[config.mk]
export PLATFORM = sky130hd
export DESIGN_NAME = pwm_leg_modulator_flat
export DESIGN_NICKNAME = d
export VERILOG_FILES = /design/src/rtl/pwm_leg_modulator_pkg.sv /design/src/rtl/pwm_leg_modulator_if.sv /design/src/rtl/pwm_leg_modulator_deadtime_fsm.sv /design/src/rtl/pwm_leg_modulator.sv /design/src/flat_wrapper.sv
export SDC_FILE = /design/constraint.sdc
export NUM_CORES = 1
export LEC_CHECK = 0
export ABC_AREA = 1
export CORE_AREA = 2 2 45 89
export DETAILED_ROUTE_END_ITERATION = 10
export DIE_AREA = 0 0 47 91
export GPL_TIMING_DRIVEN = 1
export PLACE_DENSITY = 0.75
export SYNTH_ARGS = -nofsm -noshare
export SYNTH_HDL_FRONTEND = slang
export SYNTH_HIERARCHICAL = 1
export SYNTH_SLANG_ARGS = --single-unit
export TNS_END_PERCENT = 30
[constraint.sdc]
create_clock -name sys_clk -period 1.7 [get_ports sys_clk]
set_input_delay 0.17 -clock sys_clk [delete_from_list [all_inputs] [get_ports sys_clk]]
set_output_delay 0.17 -clock sys_clk [all_outputs]
set_load 0.005 [all_outputs]
[src/rtl/pwm_leg_modulator_pkg.sv]
// pwm_pkg: shared state type, default widths and carrier helper for the
// PWM leg modulator (top pwm_leg_modulator, dead-time FSM pwm_deadtime_fsm).
package pwm_pkg;

  // Default carrier/duty/compare width and dead-time counter width.
  localparam int PWM_CW  = 8;
  localparam int PWM_DTW = 8;

  // Leg FSM states: idle, two dead-time states (named by their target) and
  // the two conducting states.
  typedef enum logic [2:0] {
    IDLE,
    DT_TO_HI,
    HI,
    DT_TO_LO,
    LO
  } leg_state_t;

  // Top of the triangle carrier for a given width (2^cw - 1).
  function automatic int unsigned carrier_max(input int unsigned cw);
    return (32'd1 << cw) - 32'd1;
  endfunction

endpackage

[src/rtl/pwm_leg_modulator_if.sv]
// pwm_leg_modulator_if: per-leg control inputs and gate-drive outputs.
// The master side (controller) drives carrier/duty/deadtime/enable/ce, the
// slave side (the modulator) returns the gate drives and status flags.
interface pwm_leg_modulator_if
  import pwm_pkg::*;
#(
  parameter int CW  = PWM_CW,
  parameter int DTW = PWM_DTW
);

  logic           sys_ce;
  logic           enable;
  logic [CW-1:0]  carrier;
  logic [CW-1:0]  duty;
  logic [DTW-1:0] deadtime;
  logic           gate_hi;
  logic           gate_lo;
  logic           in_deadtime;
  logic           load_strobe;

  modport master (
    output sys_ce, enable, carrier, duty, deadtime,
    input  gate_hi, gate_lo, in_deadtime, load_strobe
  );

  modport slave (
    input  sys_ce, enable, carrier, duty, deadtime,
    output gate_hi, gate_lo, in_deadtime, load_strobe
  );

endinterface

[src/rtl/pwm_leg_modulator_deadtime_fsm.sv]
// pwm_deadtime_fsm: turns the registered compare result into complementary
// gate drives with a programmable break-before-make interval. Gates are
// decoded from the state register alone, so they can never overlap.
module pwm_deadtime_fsm
  import pwm_pkg::*;
#(
  parameter int DTW = PWM_DTW
) (
  input  logic           sys_clk,
  input  logic           sys_rst,
  input  logic           i_sysCe,
  input  logic           i_enable,
  input  logic           i_rawQ,
  input  logic [DTW-1:0] i_deadtime,
  output logic           o_gateHi,
  output logic           o_gateLo,
  output logic           o_inDeadtime
);

  leg_state_t     r_state;
  leg_state_t     w_nextState;
  logic [DTW-1:0] r_dtCnt;
  logic [DTW-1:0] w_nextDtCnt;

  // State and dead-time counter registers; frozen whenever the clock enable is low.
  always_ff @(posedge sys_clk) begin
    if (sys_rst) begin
      r_state <= IDLE;
      r_dtCnt <= '0;
    end else if (i_sysCe) begin
      r_state <= w_nextState;
      r_dtCnt <= w_nextDtCnt;
    end
  end

  // Next-state logic: leg disable wins, a reversed compare restarts the dead time.
  always_comb begin
    w_nextState = r_state;
    w_nextDtCnt = r_dtCnt;
    if (!i_enable) begin
      w_nextState = IDLE;
    end else begin
      case (r_state)
        IDLE: begin
          w_nextState = i_rawQ ? DT_TO_HI : DT_TO_LO;
          w_nextDtCnt = i_deadtime;
        end
        DT_TO_HI: begin
          if (!i_rawQ) begin
            w_nextState = DT_TO_LO;
            w_nextDtCnt = i_deadtime;
          end else if (r_dtCnt == '0) begin
            w_nextState = HI;
          end else begin
            w_nextDtCnt = r_dtCnt - DTW'(1);
          end
        end
        DT_TO_LO: begin
          if (i_rawQ) begin
            w_nextState = DT_TO_HI;
            w_nextDtCnt = i_deadtime;
          end else if (r_dtCnt == '0) begin
            w_nextState = LO;
          end else begin
            w_nextDtCnt = r_dtCnt - DTW'(1);
          end
        end
        HI: begin
          if (!i_rawQ) begin
            w_nextState = DT_TO_LO;
            w_nextDtCnt = i_deadtime;
          end
        end
        LO: begin
          if (i_rawQ) begin
            w_nextState = DT_TO_HI;
            w_nextDtCnt = i_deadtime;
          end
        end
        default: begin
          w_nextState = IDLE;
        end
      endcase
    end
  end

  // Output decode purely from the registered state.
  always_comb begin
    o_gateHi     = 1'b0;
    o_gateLo     = 1'b0;
    o_inDeadtime = 1'b0;
    case (r_state)
      HI:       o_gateHi     = 1'b1;
      LO:       o_gateLo     = 1'b1;
      DT_TO_HI: o_inDeadtime = 1'b1;
      DT_TO_LO: o_inDeadtime = 1'b1;
      default:  ;
    endcase
  end

endmodule

[src/rtl/pwm_leg_modulator.sv]
// pwm_leg_modulator: one inverter leg. Registers the shared triangle carrier,
// detects the valley (and, with PWM_DOUBLE_UPDATE_EN defined, the peak) to
// load the shadow duty, compares duty against carrier and hands the result to
// the dead-time FSM. Without PWM_DOUBLE_UPDATE_EN no peak logic is built.
module pwm_leg_modulator
  import pwm_pkg::*;
#(
  parameter int CW  = PWM_CW,
  parameter int DTW = PWM_DTW
) (
  input  logic               sys_clk,
  input  logic               sys_rst,
  pwm_leg_modulator_if.slave bus
);

  logic [CW-1:0] r_carrierQ;
  logic [CW-1:0] r_dutyAct;
  logic          r_rawQ;
  logic          r_loadStrobe;
  logic          w_valley;
  logic          w_loadEvent;
  logic          w_gateHi;
  logic          w_gateLo;
  logic          w_inDeadtime;

  assign w_valley = (r_carrierQ != '0) && (bus.carrier == '0);

`ifdef PWM_DOUBLE_UPDATE_EN
  localparam logic [CW-1:0] CMAX = CW'(carrier_max(CW));
  logic w_peak;
  assign w_peak      = (r_carrierQ != CMAX) && (bus.carrier == CMAX);
  assign w_loadEvent = w_valley | w_peak;
`else
  assign w_loadEvent = w_valley;
`endif

  // Carrier history, shadow duty load and registered compare; raw uses the pre-load duty.
  always_ff @(posedge sys_clk) begin
    if (sys_rst) begin
      r_carrierQ   <= '0;
      r_dutyAct    <= '0;
      r_rawQ       <= 1'b0;
      r_loadStrobe <= 1'b0;
    end else if (bus.sys_ce) begin
      r_carrierQ   <= bus.carrier;
      r_rawQ       <= (r_dutyAct > bus.carrier);
      r_loadStrobe <= w_loadEvent;
      if (w_loadEvent) begin
        r_dutyAct <= bus.duty;
      end
    end
  end

  pwm_deadtime_fsm #(
    .DTW (DTW)
  ) u_fsm (
    .sys_clk      (sys_clk),
    .sys_rst      (sys_rst),
    .i_sysCe      (bus.sys_ce),
    .i_enable     (bus.enable),
    .i_rawQ       (r_rawQ),
    .i_deadtime   (bus.deadtime),
    .o_gateHi     (w_gateHi),
    .o_gateLo     (w_gateLo),
    .o_inDeadtime (w_inDeadtime)
  );

  assign bus.gate_hi     = w_gateHi;
  assign bus.gate_lo     = w_gateLo;
  assign bus.in_deadtime = w_inDeadtime;
  // The strobe is hidden in stalled cycles so it only ever marks an enabled cycle.
  assign bus.load_strobe = r_loadStrobe & bus.sys_ce;

endmodule

[src/flat_wrapper.sv]
// flat-port wrapper written by rule: the top's interface ports become plain ports
module pwm_leg_modulator_flat import pwm_pkg::*;
#(
  parameter int CW  = PWM_CW,
  parameter int DTW = PWM_DTW
)
  (sys_clk, sys_rst, bus_sys_ce, bus_enable, bus_carrier, bus_duty, bus_deadtime, bus_gate_hi, bus_gate_lo, bus_in_deadtime, bus_load_strobe);
  pwm_leg_modulator_if #(.CW(CW), .DTW(DTW)) bus_i ();
  input  logic sys_clk;
  input  logic sys_rst;
  input wire logic [$bits(bus_i.sys_ce)-1:0] bus_sys_ce;
  input wire logic [$bits(bus_i.enable)-1:0] bus_enable;
  input wire logic [$bits(bus_i.carrier)-1:0] bus_carrier;
  input wire logic [$bits(bus_i.duty)-1:0] bus_duty;
  input wire logic [$bits(bus_i.deadtime)-1:0] bus_deadtime;
  output wire logic [$bits(bus_i.gate_hi)-1:0] bus_gate_hi;
  output wire logic [$bits(bus_i.gate_lo)-1:0] bus_gate_lo;
  output wire logic [$bits(bus_i.in_deadtime)-1:0] bus_in_deadtime;
  output wire logic [$bits(bus_i.load_strobe)-1:0] bus_load_strobe;
  assign bus_i.sys_ce = bus_sys_ce;
  assign bus_i.enable = bus_enable;
  assign bus_i.carrier = bus_carrier;
  assign bus_i.duty = bus_duty;
  assign bus_i.deadtime = bus_deadtime;
  assign bus_gate_hi = bus_i.gate_hi;
  assign bus_gate_lo = bus_i.gate_lo;
  assign bus_in_deadtime = bus_i.in_deadtime;
  assign bus_load_strobe = bus_i.load_strobe;
  pwm_leg_modulator #(.CW(CW), .DTW(DTW)) u_core (.sys_clk(sys_clk), .sys_rst(sys_rst), .bus(bus_i));
endmodule
==> impl_table.tex <==
\begin{tabular}{lr}
\hline
Metric & Value \\
\hline
\multicolumn{2}{l}{\textbf{Routing}} \\
First-pass detailed-route iteration total & 4 \\
Antenna viol nets, final & 0 \\
Routed length per placed instance & about 12 µm \\
Via count of the routed design & roughly 1700 \\
Number of DRC violations after detailed-routing iteration 0 & 31 \\
Total length of routed wires & 3987 µm \\
Number of design rule violations left after detail routing & 0 \\
Average vias per placed instance & 5.038 \\
\multicolumn{2}{l}{\textbf{Layout}} \\
Layout cells sized above 1 & 0.1190 \\
Cell area after layout & about 2300 µm² \\
Area growth from synthesis to final layout & 27.96\% \\
Net total in the final layout & around 330 \\
Antenna cells & 0 \\
Final Instance Count excl. Fillers & 343 \\
\multicolumn{2}{l}{\textbf{Worst setup path}} \\
Highest net fanout along the worst path & 5 \\
Count of cells along the worst register-to-register path & 10 \\
Arr. time, crit path & $\sim$1.4 ns \\
CP Capture Type & output port \\
Ordered cell list for the critical path & inv\_1 -> nor2\_1 -> clkdlybuf4s50\_1 \\
Critical setup path kind & reg -> out \\
Required time at the endpoint of the critical path & about 1.5 ns \\
Largest stage delay on the critical path & 0.52 ns \\
Master of the slowest instance on the critical path & sky130\_fd\_sc\_hd\_\_clkdlybuf4s50\_1 \\
Kind of start point of the critical path & flop \\
\multicolumn{2}{l}{\textbf{Placed design}} \\
Placed Cells incl. Taps & $\sim$340 \\
Area of placed instances & between 2000 and 2500 µm² \\
Number of port buffers & 31 \\
GPL Wtd Cong & between 0.8 and 0.9 \\
Detail Placement HPWL & $\sim$3100 µm \\
\multicolumn{2}{l}{\textbf{Timing}} \\
Pins over their slew limit & 0 \\
Final hold slack & 0.2593 ns \\
Unrepaired setup endpoints after global routing & false \\
F\_max & a little over 600 MHz \\
Final setup violation count & 0 \\
Min cycle time layout & about 1.6 ns \\
Total negative slack for setup checks & 0 ns \\
Final hold violation count & 0 \\
Clock Skew & 0.004493 ns \\
Period utilisation layout & 0.9486 \\
Remaining max-slew budget at the tightest pin & 0.6876 \\
Worst-margin pin slew & $\sim$0.47 ns \\
\multicolumn{2}{l}{\textbf{Min path}} \\
Hold Crit Depth & 2 \\
Path category of the worst min-delay check & in -> reg \\
\multicolumn{2}{l}{\textbf{Synthesis}} \\
Total number of yosys warnings & 6 \\
Proportion of register bits with asynchronous set or reset after synthesis & 0 \\
Average cell area after synthesis & about 7 µm² \\
Distinct cell type count after synthesis & 28 \\
Fraction of the yosys area taken by sequential cells & 0.3293 \\
Flip-flop and latch count after synthesis & 29 \\
Synthesized instance count & $\sim$250 \\
Dominant synthesized flop cell & sky130\_fd\_sc\_hd\_\_dfxtp\_1 \\
Number of synthesized flops with an enable pin & 0 \\
Netlist area before placement & around 1800 µm² \\
Synthesized netlist net count & 289 \\
\multicolumn{2}{l}{\textbf{CTS}} \\
Post-CTS setup buffer count & 0 \\
CTS buffer count & 5 \\
Clk\_lat worst skew & $\sim$0.28 ns \\
CTS tree & built \\
Root buffer cell & sky130\_fd\_sc\_hd\_\_clkbuf\_8 \\
CTS sink count & 29 \\
Count of H-tree levels built during CTS & 2 \\
Number of buffers on the longest clock path & 2 \\
Register clock-pin slew on the reported worst setup and hold paths & approximately 0.060 ns \\
\multicolumn{2}{l}{\textbf{Floorplan}} \\
Area of the die & 4277 µm² \\
Floorplan die height & 91 µm \\
Initial core utilization & 0.4940 \\
I/O Pins & 32 \\
FP Rows & 31 \\
Floorplan core area & about 3600 µm² \\
DIE WIDTH & around 47 µm \\
\multicolumn{2}{l}{\textbf{Power}} \\
Pwr Density & roughly 720 nW/µm² \\
Maximum vdd ir drop & about 660 µV \\
Static leakage & $\sim$1.1 nW \\
Final Power & 1.621 mW \\
\multicolumn{2}{l}{\textbf{GRT}} \\
Maximum number of pins on one net before global-route repair & 18 \\
Antenna violations before repair & 0 \\
Total routing resource utilization after global routing & 0.2173 \\
Total grt overflow & 0 \\
Global-route wire length before repair & slightly below 7000 µm \\
Vias in the first global route & 1699 \\
\multicolumn{2}{l}{\textbf{Job}} \\
Number of maximum-capacitance constraint violations & 0 \\
\multicolumn{2}{l}{\textbf{Run status}} \\
Status & completed \\
\hline
\end{tabular}
## report_power, final
part	internal (mW)	total, mW	leakage, nW	switching, mW
clock	0.283	0.547	0.0450	0.264
combinational	0.159	0.337	0.770	0.178
sequential	0.712	0.737	0.238	0.0243
total	1.15	1.62	1.05	0.466
## stage by stage
stage                       util  setup WS, ns
after floorplan                -        0.4040
after global placement    0.6076       0.05259
after detailed placement  0.6076       0.01524
after CTS                 0.6308       0.04282
after global routing      0.6322      0.006482
final                     0.6322       0.08743
## layout by cell type (no fill, tap or decap)
cell type and instances:
sky130_fd_sc_hd__o21ai_1 2, sky130_fd_sc_hd__nor2_8 1, sky130_fd_sc_hd__ha_1 10, sky130_fd_sc_hd__clkbuf_1 1
sky130_fd_sc_hd__nor3b_1 1, sky130_fd_sc_hd__nand4_4 1, sky130_fd_sc_hd__dfxtp_1 29, sky130_fd_sc_hd__o21a_1 1
sky130_fd_sc_hd__nor2_1 25, sky130_fd_sc_hd__o21ai_0 16, sky130_fd_sc_hd__clkinv_2 2, sky130_fd_sc_hd__nand3_4 1
sky130_fd_sc_hd__dlymetal6s2s_1 1, sky130_fd_sc_hd__clkdlybuf4s50_1 30, sky130_fd_sc_hd__inv_1 26, sky130_fd_sc_hd__clkbuf_8 5
sky130_fd_sc_hd__a21o_1 1, sky130_fd_sc_hd__nor2_4 1, sky130_fd_sc_hd__clkinv_1 1, sky130_fd_sc_hd__xor2_1 6
sky130_fd_sc_hd__a21oi_1 40, sky130_fd_sc_hd__o21bai_1 1, sky130_fd_sc_hd__nand2_2 4, sky130_fd_sc_hd__nand2_1 47
sky130_fd_sc_hd__nor2_2 2, sky130_fd_sc_hd__nand3_1 10, sky130_fd_sc_hd__nand4_1 3, sky130_fd_sc_hd__nand3b_1 8
sky130_fd_sc_hd__nand2_4 2, sky130_fd_sc_hd__inv_2 8, sky130_fd_sc_hd__buf_4 8
## cells in the mapped netlist (2+ instances only)
cell type / n / area share
sky130_fd_sc_hd__a21oi_1: 40 / 0.11
sky130_fd_sc_hd__clkbuf_1: 2 / 0.0043
sky130_fd_sc_hd__dfxtp_1: 29 / 0.33
sky130_fd_sc_hd__ha_1: 10 / 0.071
sky130_fd_sc_hd__inv_1: 26 / 0.055
sky130_fd_sc_hd__inv_2: 8 / 0.017
sky130_fd_sc_hd__nand2_1: 47 / 0.10
sky130_fd_sc_hd__nand2_2: 4 / 0.014
sky130_fd_sc_hd__nand2_4: 2 / 0.013
sky130_fd_sc_hd__nand3_1: 10 / 0.028
sky130_fd_sc_hd__nand3b_1: 8 / 0.034
sky130_fd_sc_hd__nand4_1: 3 / 0.011
sky130_fd_sc_hd__nor2_1: 26 / 0.055
sky130_fd_sc_hd__o21ai_0: 16 / 0.045
sky130_fd_sc_hd__o21ai_1: 2 / 0.0057
sky130_fd_sc_hd__xor2_1: 6 / 0.030
## logic make-up after synthesis
| kind of cell | synth area share |
|---|---|
| AO/OA/AOI/OAI | 0.1774 |
| XOR/XNOR | 0.02981 |
| adder cells (fa/ha/maj) | 0.07097 |
| buffers and inverters | 0.08942 |
| flip-flops | 0.3293 |
| AND/OR/NAND/NOR | 0.3031 |
## layer usage
layer,vias to the layer above,GRT usage,share of wire
met5,-,0,0
met4,0,0.1134,0.032
met3,11,0.03777,0.030
met2,36,0.3995,0.57
met1,774,0.2045,0.36
li1,907,-,-
## sequential cells by signal, indices dropped and copies added (netlist names)
register	cells
u_core/r_carrierQ	8
u_core/r_dutyAct	8
u_core/u_fsm/r_dtCnt	8
u_core/u_fsm/r_state	3
u_core/r_loadStrobe	1
u_core/r_rawQ	1
## path summary, 6_finish.rpt
kind                                              start                       to  slack [ns]
worst max-delay path            u_core/u_fsm/r_state[0]          bus_in_deadtime        0.09
worst min register to register      u_core/r_dutyAct[3]      u_core/r_dutyAct[3]        0.48
worst min-delay path                         bus_sys_ce     u_core/r_carrierQ[3]        0.26
worst max register to register  u_core/u_fsm/r_dtCnt[0]  u_core/u_fsm/r_state[2]        0.24
## worst max-delay path, delay by kind of cell, from the launching register on
family,cells,cell delay [ns]
simple gates,1,0.13
flops,1,0.42
buf+inv,2,0.62
## repair_timing
action | in CTS | in global routing
endpoints found under the setup margin | 0 | 2
gates resized for setup | 0 | 2
hold buffers | 0 | 0
## cell type report
type | instances | area, µm²
inverter | 35 | 131.4
sequential | 29 | 580.6
clock inverter | 2 | 10.01
fill | 347 | 1313
tap | 49 | 61.31
timing repair buffer | 39 | 372.9
multi-input combinational | 183 | 1027
clock buffer | 6 | 72.57
Note: power is estimated with default switching activity, not from simulation.
